File: src/rtl/port_display_pacer_pkg.sv
// Shared types and board constants for the port display pacer.
package port_display_pacer_pkg;

    typedef enum logic {IDLE, SHOW} pacer_state_t;

    // Motherboard system clock; one second of display time at this rate.
    localparam int unsigned MB_CLK_HZ = 33_000_000;

endpackage

File: src/rtl/port_display_pacer_if.sv
// CPU output-port side of the pacer: write strobe/data in, display and status out.
interface port_display_pacer_if;

    logic       wr;
    logic [7:0] wd;
    logic       full;
    logic       ovf;
    logic [7:0] hex;
    logic       showing;

    modport master (output wr, wd, input full, ovf, hex, showing);
    modport slave  (input wr, wd, output full, ovf, hex, showing);

endinterface

File: src/rtl/port_display_pacer_fifo.sv
// Small show-ahead FIFO holding CPU port bytes until the display is free.
module sync_fifo #(
    parameter int WIDTH = 8,
    parameter int DEPTH = 4
) (
    input  logic             clk,
    input  logic             rst,
    input  logic             push,
    input  logic             pop,
    input  logic [WIDTH-1:0] din,
    output logic [WIDTH-1:0] dout,
    output logic             empty,
    output logic             full
);

    localparam int AW = $clog2(DEPTH);

    logic [AW:0]      wr_ptr, rd_ptr;
    logic [AW:0]      wr_ptr_nxt, rd_ptr_nxt;
    logic [WIDTH-1:0] mem [DEPTH];

    // Next pointer values; the extra MSB separates full from empty.
    always_comb begin
        wr_ptr_nxt = push ? wr_ptr + 1'b1 : wr_ptr;
        rd_ptr_nxt = pop  ? rd_ptr + 1'b1 : rd_ptr;
    end

    // Pointer registers and registered full flag.
    always_ff @(posedge clk) begin
        if (rst) begin
            wr_ptr <= '0;
            rd_ptr <= '0;
            full   <= 1'b0;
        end else begin
            wr_ptr <= wr_ptr_nxt;
            rd_ptr <= rd_ptr_nxt;
            full   <= (wr_ptr_nxt[AW] != rd_ptr_nxt[AW]) &&
                      (wr_ptr_nxt[AW-1:0] == rd_ptr_nxt[AW-1:0]);
        end
    end

    // Storage; a push into a full FIFO with a pop overwrites the slot being read out.
    always_ff @(posedge clk) begin
        if (push) mem[wr_ptr[AW-1:0]] <= din;
    end

    assign dout  = mem[rd_ptr[AW-1:0]];
    assign empty = (wr_ptr == rd_ptr);

endmodule

File: src/rtl/port_display_pacer.sv
// Paces CPU output-port bytes onto the two hex LED digits, one byte per hold window.
//
// state | meaning
// IDLE  | no hold window running; HEX keeps the last byte shown
// SHOW  | a byte is on HEX and its hold window is counting
module port_display_pacer
    import port_display_pacer_pkg::*;
#(
    parameter int DEPTH       = 4,
    parameter int HOLD_CYCLES = MB_CLK_HZ
) (
    input  logic clk_33,
    input  logic rst,
    port_display_pacer_if.slave port
);

    localparam int              CW        = $clog2(HOLD_CYCLES);
    localparam logic [CW-1:0]   HOLD_LAST = CW'(HOLD_CYCLES - 1);

    pacer_state_t  state;
    logic [CW-1:0] hold_cnt;
    logic [7:0]    hex_q;
    logic          showing_q;
    logic          ovf_q;
    logic          empty_q;
    logic          fifo_empty, fifo_full;
    logic [7:0]    head;
    logic          pop, push;

    // Pop at the start of a window; a full FIFO still accepts a write on a pop cycle.
    always_comb begin
        pop = 1'b0;
        if (state == IDLE) pop = !empty_q;
        else               pop = (hold_cnt == HOLD_LAST) && !fifo_empty;
        push = port.wr && (!fifo_full || pop);
    end

    sync_fifo #(.WIDTH(8), .DEPTH(DEPTH)) u_fifo (
        .clk   (clk_33),
        .rst   (rst),
        .push  (push),
        .pop   (pop),
        .din   (port.wd),
        .dout  (head),
        .empty (fifo_empty),
        .full  (fifo_full)
    );

    // Display FSM. IDLE looks at a one-cycle-late empty flag so a fresh byte
    // lands on HEX two edges after its write; SHOW uses the live flag so a byte
    // written late in a window still follows it without a gap.
    always_ff @(posedge clk_33) begin
        if (rst) begin
            state     <= IDLE;
            hold_cnt  <= '0;
            hex_q     <= 8'h00;
            showing_q <= 1'b0;
            ovf_q     <= 1'b0;
            empty_q   <= 1'b1;
        end else begin
            empty_q <= fifo_empty;
            if (port.wr && !push) ovf_q <= 1'b1;
            case (state)
                IDLE: begin
                    if (pop) begin
                        hex_q     <= head;
                        hold_cnt  <= '0;
                        showing_q <= 1'b1;
                        state     <= SHOW;
                    end
                end
                SHOW: begin
                    if (hold_cnt == HOLD_LAST) begin
                        if (pop) begin
                            hex_q    <= head;
                            hold_cnt <= '0;
                        end else begin
                            showing_q <= 1'b0;
                            state     <= IDLE;
                        end
                    end else begin
                        hold_cnt <= hold_cnt + 1'b1;
                    end
                end
                default: state <= IDLE;
            endcase
        end
    end

    assign port.full    = fifo_full;
    assign port.ovf     = ovf_q;
    assign port.hex     = hex_q;
    assign port.showing = showing_q;

endmodule
File: src/flat_wrapper.sv
// flat-port wrapper written by rule: the top's interface ports become plain ports
module port_display_pacer_flat import port_display_pacer_pkg::*;
#(
    parameter int DEPTH       = 4,
    parameter int HOLD_CYCLES = MB_CLK_HZ
)
  (clk_33, rst, port_wr, port_wd, port_full, port_ovf, port_hex, port_showing);
  port_display_pacer_if port_i ();
  input  logic clk_33;
  input  logic rst;
  input wire logic [$bits(port_i.wr)-1:0] port_wr;
  input wire logic [$bits(port_i.wd)-1:0] port_wd;
  output wire logic [$bits(port_i.full)-1:0] port_full;
  output wire logic [$bits(port_i.ovf)-1:0] port_ovf;
  output wire logic [$bits(port_i.hex)-1:0] port_hex;
  output wire logic [$bits(port_i.showing)-1:0] port_showing;
  assign port_i.wr = port_wr;
  assign port_i.wd = port_wd;
  assign port_full = port_i.full;
  assign port_ovf = port_i.ovf;
  assign port_hex = port_i.hex;
  assign port_showing = port_i.showing;
  port_display_pacer #(.DEPTH(DEPTH), .HOLD_CYCLES(HOLD_CYCLES)) u_core (.clk_33(clk_33), .rst(rst), .port(port_i));
endmodule
File: config.mk
export PLATFORM = sky130hd
export DESIGN_NAME = port_display_pacer_flat
export DESIGN_NICKNAME = d
export VERILOG_FILES = /design/src/rtl/port_display_pacer_pkg.sv /design/src/rtl/port_display_pacer_if.sv /design/src/rtl/port_display_pacer_fifo.sv /design/src/rtl/port_display_pacer.sv /design/src/flat_wrapper.sv
export SDC_FILE = /design/constraint.sdc
export NUM_CORES = 1
export LEC_CHECK = 0
export ABC_AREA = 1
export CORE_MARGIN = 1.5
export CORE_UTILIZATION = 28
export CTS_CLUSTER_SIZE = 25
export DETAILED_ROUTE_END_ITERATION = 8
export PLACE_DENSITY = 0.56
export SLEW_MARGIN = 20
export SYNTH_ARGS = -nofsm -noshare
export SYNTH_HDL_FRONTEND = slang
export SYNTH_SLANG_ARGS = --single-unit
File: constraint.sdc
create_clock -name clk_33 -period 2.1 [get_ports clk_33]
set_input_delay 0.42 -clock clk_33 [delete_from_list [all_inputs] [get_ports clk_33]]
set_output_delay 0.42 -clock clk_33 [all_outputs]
set_load 0.02 [all_outputs]
== Word level (Yosys, flattened, before mapping) ==
Memories as Yosys holds them, arrays and structs flattened. A register that Yosys moved wholly into a read port is not among the register bits.
Index checks and enable logic that the tools add are counted.

* Bitwise logic cells: 1
* Add/sub/neg operators: 3
* $mul: 0
* Reductions and logical operators: 10
* Muxes and demuxes: 19
* Div/mod/pow operators: 0
* Equal/unequal tests: 7
* Shifts and indexed selects: 0
* Order comparisons: 0

{| class="wikitable"
|+ Operators with widths
! cell !! count
|-
| $mux 25 || 2
|-
| $pmux 25 s2 || 1
|-
| $add 25x1->25 const B || 1
|-
| $eq 25x25->1 const B || 1
|-
| $mux 8 || 2
|-
| $pmux 8 s2 || 1
|-
| $mux 1 || 8
|-
| $add 3x1->3 const B || 2
|-
| $mux 3 || 2
|-
| $ne 2x2->1 const B || 3
|-
| $logic_and 1x1->1 || 4
|-
| $logic_not 1->1 || 4
|-
| $pmux 1 s2 || 2
|-
| $eq 3x3->1 || 1
|-
| $reduce_and 3->1 || 1
|-
| $eq 2x2->1 || 1
|-
| $mux 2 || 1
|-
| $logic_or 1x1->1 || 1
|-
| $ne 1x1->1 || 1
|-
| $not 1->1 || 1
|}

* Logic and storage cells: 50
* Memories: 1
* Latch bits: 0
* ROM bits: 0
* Bits in writable memories: 32
* Bits in registers: 44

{| class="wikitable"
|+ Memory list
! name !! depth !! bits a word !! rd ports !! clocked after Yosys merged registers in !! wr ports !! RTL line !! text
|-
| u_core.u_fifo.mem || 4 || 8 || 1 || 1 || 1 || port_display_pacer_fifo.sv:20 || <nowiki>logic [WIDTH-1:0] mem [DEPTH];</nowiki>
|}

== Depth between registers and ports, before layout ==
* Word-level depth: 9
* Depth in mapped cells: 16
* Gate-level depth less buffers: 16

== Hierarchy ==
A second synthesis with hierarchy kept.

* Cell total of the unflattened synthesis: 480
* Area, all modules: 3802.4 µm²

{| class="wikitable"
|+ Modules (own cells, without submodules)
! module !! sequential area each (µm²) !! cells each !! area an instance (µm²) !! instances
|-
| port_display_pacer || 740.7 || 327 || 2125.8 || 1
|-
| sync_fifo || 1101.1 || 153 || 1676.6 || 1
|}

== Worst setup path before layout ==
Ideal clock, no wire load.

* Kind: register to register
* From: register u_core.hold_cnt[0]
* To: memory u_core.u_fifo.mem[0][0], enable pin
* Setup slack: 48 ps
* Arrival time: 1681 ps
* Library setup time: 371 ps
* Stages on the path, launching flop included: 12
* Cells stage by stage: dfxtp_1 -> ha_1 -> nand3_2 -> inv_1 -> nand2_1 -> nor2_1 -> nand2_1 -> nand2_4 -> nand2_4 -> nand2_4 -> nand2_4 -> nor2_1

* Longest elaborated chain between the ends: 7

{| class="wikitable"
|+ RTL lines
! element !! RTL line !! text
|-
| start: declaration || port_display_pacer.sv:21 || <nowiki>logic [CW-1:0] hold_cnt;</nowiki>
|-
| start signal: assignment || port_display_pacer.sv:82 || <nowiki>hold_cnt <= hold_cnt + 1'b1;</nowiki>
|-
| $eq 25x25->1 || port_display_pacer.sv:34 || <nowiki>else pop = (hold_cnt == HOLD_LAST) && !fifo_empty;</nowiki>
|-
| $logic_and 1x1->1 || port_display_pacer.sv:34 ||
|-
| $mux 1 || port_display_pacer.sv:33 || <nowiki>if (state == IDLE) pop = !empty_q;</nowiki>
|-
| $logic_or 1x1->1 || port_display_pacer.sv:35 || <nowiki>push = port.wr && (!fifo_full || pop);</nowiki>
|-
| $logic_and 1x1->1 || port_display_pacer.sv:35 ||
|-
| $mux 1 || port_display_pacer_fifo.sv:44 || <nowiki>if (push) mem[wr_ptr[AW-1:0]] <= din;</nowiki>
|-
| $mux 1 (not written as such) || port_display_pacer_fifo.sv:44 ||
|-
| end: declaration || port_display_pacer_fifo.sv:20 ||
|}

No other way between the ends.

== Final worst setup path ==
* From: register u_core.hold_cnt[1]
* To: memory u_core.u_fifo.mem[2][7], enable pin

The elaborated chain is that of the path after synthesis.

==> impl_metrics.tcl <==
set metrics [dict create \
    detail_route.wl_per_cell_um 13.5 \
    total_inserted_antenna_cells 0 \
    synth_area_sq_um 3520 \
    worst-slew-pin-transition_ns 0.406 \
    crit_path_end_kind "flip-flop" \
    sinks_on_the_clock_net 76 \
    clk-insertion-delay-late_ns 0.34 \
    yosysMostFrequentCell "sky130_fd_sc_hd__nand2_1" \
    synth-compound-area-share_pct 11.2 \
    regArea_sq_um 1850 \
    setup_total_negative_slack_ns 0 \
    synth_cell_type_count 39 \
    chipWidth_um 115 \
    multiInputGateArea_sq_um 1480 \
    grt_max_degree 18 \
    rsz0062_at_grt "false" \
    clk_tree_root_cell "sky130_fd_sc_hd__clkbuf_16" \
    detail_route.iter0.violations 210 \
    edff_count_synth 32 \
    io-pin-count 22 \
    vertical_die_dimension_um 115 \
    library_cell_occupying_the_most_area_in_the_post_synthesis_netlist "sky130_fd_sc_hd__edfxtp_1" \
    worst_ep_arrival_time_ns 1.97 \
    synthAdderAreaFrac_pct 2.13 \
    worst_hold_slack_ns 0.448 \
    synth_flop_cell "sky130_fd_sc_hd__dfxtp_1" \
    share_of_post_route_cells_with_drive_strength_above_1_pct 11.8 \
    worst-path-max-fanout 8 \
    yosysWarnings 0 \
    run_status "completed" \
    grt_antenna_before_repair 0 \
    clock_tree.buffer_depth 2 \
    synth_top_cells_by_area "sky130_fd_sc_hd__edfxtp_1, sky130_fd_sc_hd__dfxtp_1, sky130_fd_sc_hd__nand2_1, sky130_fd_sc_hd__nor2_1, sky130_fd_sc_hd__o21ai_0" \
    synth_top_family_by_area "simple AND/OR/NAND/NOR gates" \
    placed_cells 603 \
    hold_path.class "reg2reg" \
    final_min_period_over_clock_period_pct 91.4 \
    detailed_placer_s_ending_hpwl_um 5940 \
    cts_tree "yes" \
    setup_violations 0 \
    max_cap_viol_count 0 \
    clock-skew-final_ns 0.00570 \
    fp.dieArea_sq_um 13300 \
    postSynthRegisterBits 76 \
    timing.max_slew.rel_slack_pct 72.9 \
    initial_utilization_pct 29.1 \
    post_synth_inst_count 414 \
    grt_pass1_wl_um 14000 \
    drt_pass1_iterations 4 \
    worst_case_vdd_ir_drop_mv 0.644 \
    synth_common_cells "sky130_fd_sc_hd__nand2_1, sky130_fd_sc_hd__nor2_1, sky130_fd_sc_hd__dfxtp_1" \
    cts.clk_slew.worst_paths_ns 0.06 \
    cts-buffers-inserted 9 \
    async_reset_ff_share_pct 0 \
    mappedNetlistNets 431 \
    area_growth_syn_to_layout_pct 23.7 \
    wl_um 8340 \
    cp-start-kind "flip-flop" \
    proportion_of_netlist_area_held_by_the_largest_area_contributor_pct 27.3 \
    drc 0 \
    via_count_of_the_first_global_routing_pass 2873 \
    finalHoldViolations 0 \
    nets 463 \
    placeableCoreArea_sq_um 12100 \
    report.final.slew_viol_count 0 \
    grt_use_total_pct 13.9 \
    route.vias.total 2888 \
    criticalPathCategory "reg2reg" \
    cts_htree_levels 3 \
    worstPathRequired_ns 2.15 \
    globalRouteOverflowTotal 0 \
    yosys-mux-area-fraction_pct 0 \
    power.density_nw_per_um2 1160 \
    layout.filler_cells 1268 \
    numPortBuffers 21 \
    gp_congestion 0.804 \
    fmax_mhz 521 \
    avgViaCountPerCell 4.67 \
    simple_gate_area_share_of_the_yosys_netlist_pct 26.1 \
    finalWorstPathRequiredPeriod_ns 1.92 \
    power.static_leakage_nw 1.57 \
    non_filler_cells_in_the_finished_layout 619 \
    post_synth.cell_area_avg_sq_um 8.50 \
    cts.hold.buffers_added 0 \
    synth.yosys.seq_area_share_pct 52.3 \
    rows 40 \
    final_antenna_net_count 0 \
    post_synth_xor_area_fraction_pct 1.74 \
]
==> flip-flops by register name, indices dropped and copies added, names as in the netlist <==
name and flops:
u_core.u_fifo.full 1, u_core.port.hex 8, u_core.state 1, u_core.hold_cnt 25, u_core.u_fifo.mem 32, u_core.u_fifo.wr_ptr 3, u_core.port.showing 1, u_core.port.ovf 1
u_core.u_fifo.rd_ptr 3, u_core.empty_q 1
==> layer usage <==
metal  wire, um  GRT usage [%]
met2       4020           22.6
met4        148           5.68
met1       3770           17.4
met3        392           3.95
met5          0              0
==> layout make-up <==
cell class | count | share of cell area [%]
flip-flops and latches | 76 | 42.4
multi-input cells | 284 | 33.9
repair buffers | 34 | 7.73
clock buffers | 10 | 5.26
well taps | 168 | 4.83
inverters | 41 | 3.59
clock inverters | 6 | 2.36
==> per-stage QoR <==
step | area (sq um) | utilization (%) | power [mW] | setup slack, ns
2_1_floorplan | 3520 | - | 2.85 | 0.0483
3_3_place_gp | 3990 | 32.9 | 3.31 | 0.119
3_5_place_dp | 3990 | 32.9 | 3.33 | 0.0662
4_1_cts | 4320 | 35.7 | 5.08 | 0.0507
5_1_grt | 4360 | 36.0 | 5.35 | 0.00406
6_report | 4360 | 36.0 | 5.04 | 0.181
==> worst paths after layout <==
path,startpoint,endpoint,slack (ns),cells after the start
worst max-delay path,u_core.hold_cnt[1],u_core.u_fifo.mem[2][7],0.18,12
worst min-delay path,u_core.port.ovf,u_core.port.ovf,0.45,2
worst max register to register,u_core.hold_cnt[1],u_core.u_fifo.mem[2][7],0.18,12
worst min register to register,u_core.port.ovf,u_core.port.ovf,0.45,2
==> cells in the final DEF (no fill, tap or decap), types with 5 or more instances in the layout <==
cell and count:
sky130_fd_sc_hd__clkdlybuf4s50_1 21, sky130_fd_sc_hd__nand2_2 5, sky130_fd_sc_hd__a211oi_1 6, sky130_fd_sc_hd__nor3_1 10
sky130_fd_sc_hd__edfxtp_1 32, sky130_fd_sc_hd__nor2_1 66, sky130_fd_sc_hd__o21ai_0 30, sky130_fd_sc_hd__inv_1 37
sky130_fd_sc_hd__a31oi_1 9, sky130_fd_sc_hd__a21oi_1 21, sky130_fd_sc_hd__ha_1 5, sky130_fd_sc_hd__nand2_1 69
sky130_fd_sc_hd__nand3_1 27, sky130_fd_sc_hd__clkbuf_16 9, sky130_fd_sc_hd__dfxtp_1 41, sky130_fd_sc_hd__buf_4 10
==> kinds of logic after synthesis <==
family | after synthesis
AND/OR/NAND/NOR | 200
AO/OA/AOI/OAI | 71
XOR/XNOR | 7
buffers and inverters | 54
flip-flops | 76
adder cells (fa/ha/maj) | 6
==> critical path: stages (launching register included) <==
cell and delay (ns):
sky130_fd_sc_hd__dfxtp_2 0.36, sky130_fd_sc_hd__ha_4 0.17, sky130_fd_sc_hd__nand3_4 0.11, sky130_fd_sc_hd__inv_2 0.08, sky130_fd_sc_hd__nand2_1 0.04, sky130_fd_sc_hd__nor2_1 0.09, sky130_fd_sc_hd__nand2_1 0.09, sky130_fd_sc_hd__nand2_4 0.09
sky130_fd_sc_hd__nand2_4 0.10, sky130_fd_sc_hd__nand2_4 0.10, sky130_fd_sc_hd__nand2_4 0.10, sky130_fd_sc_hd__nor2_1 0.12, sky130_fd_sc_hd__buf_4 0.18
==> power by group <==
part           switching (mW)  total [mW]  internal, mW
logic                   0.950        1.47         0.523
registers               0.112        1.84          1.73
clock network           0.576        1.73          1.15
==> repair_timing <==
item                       CTS  global route
buffers inserted             0             0
gates resized for setup      0            10
setup endpoints to repair    0            50
(Power assumes the default switching activity.)
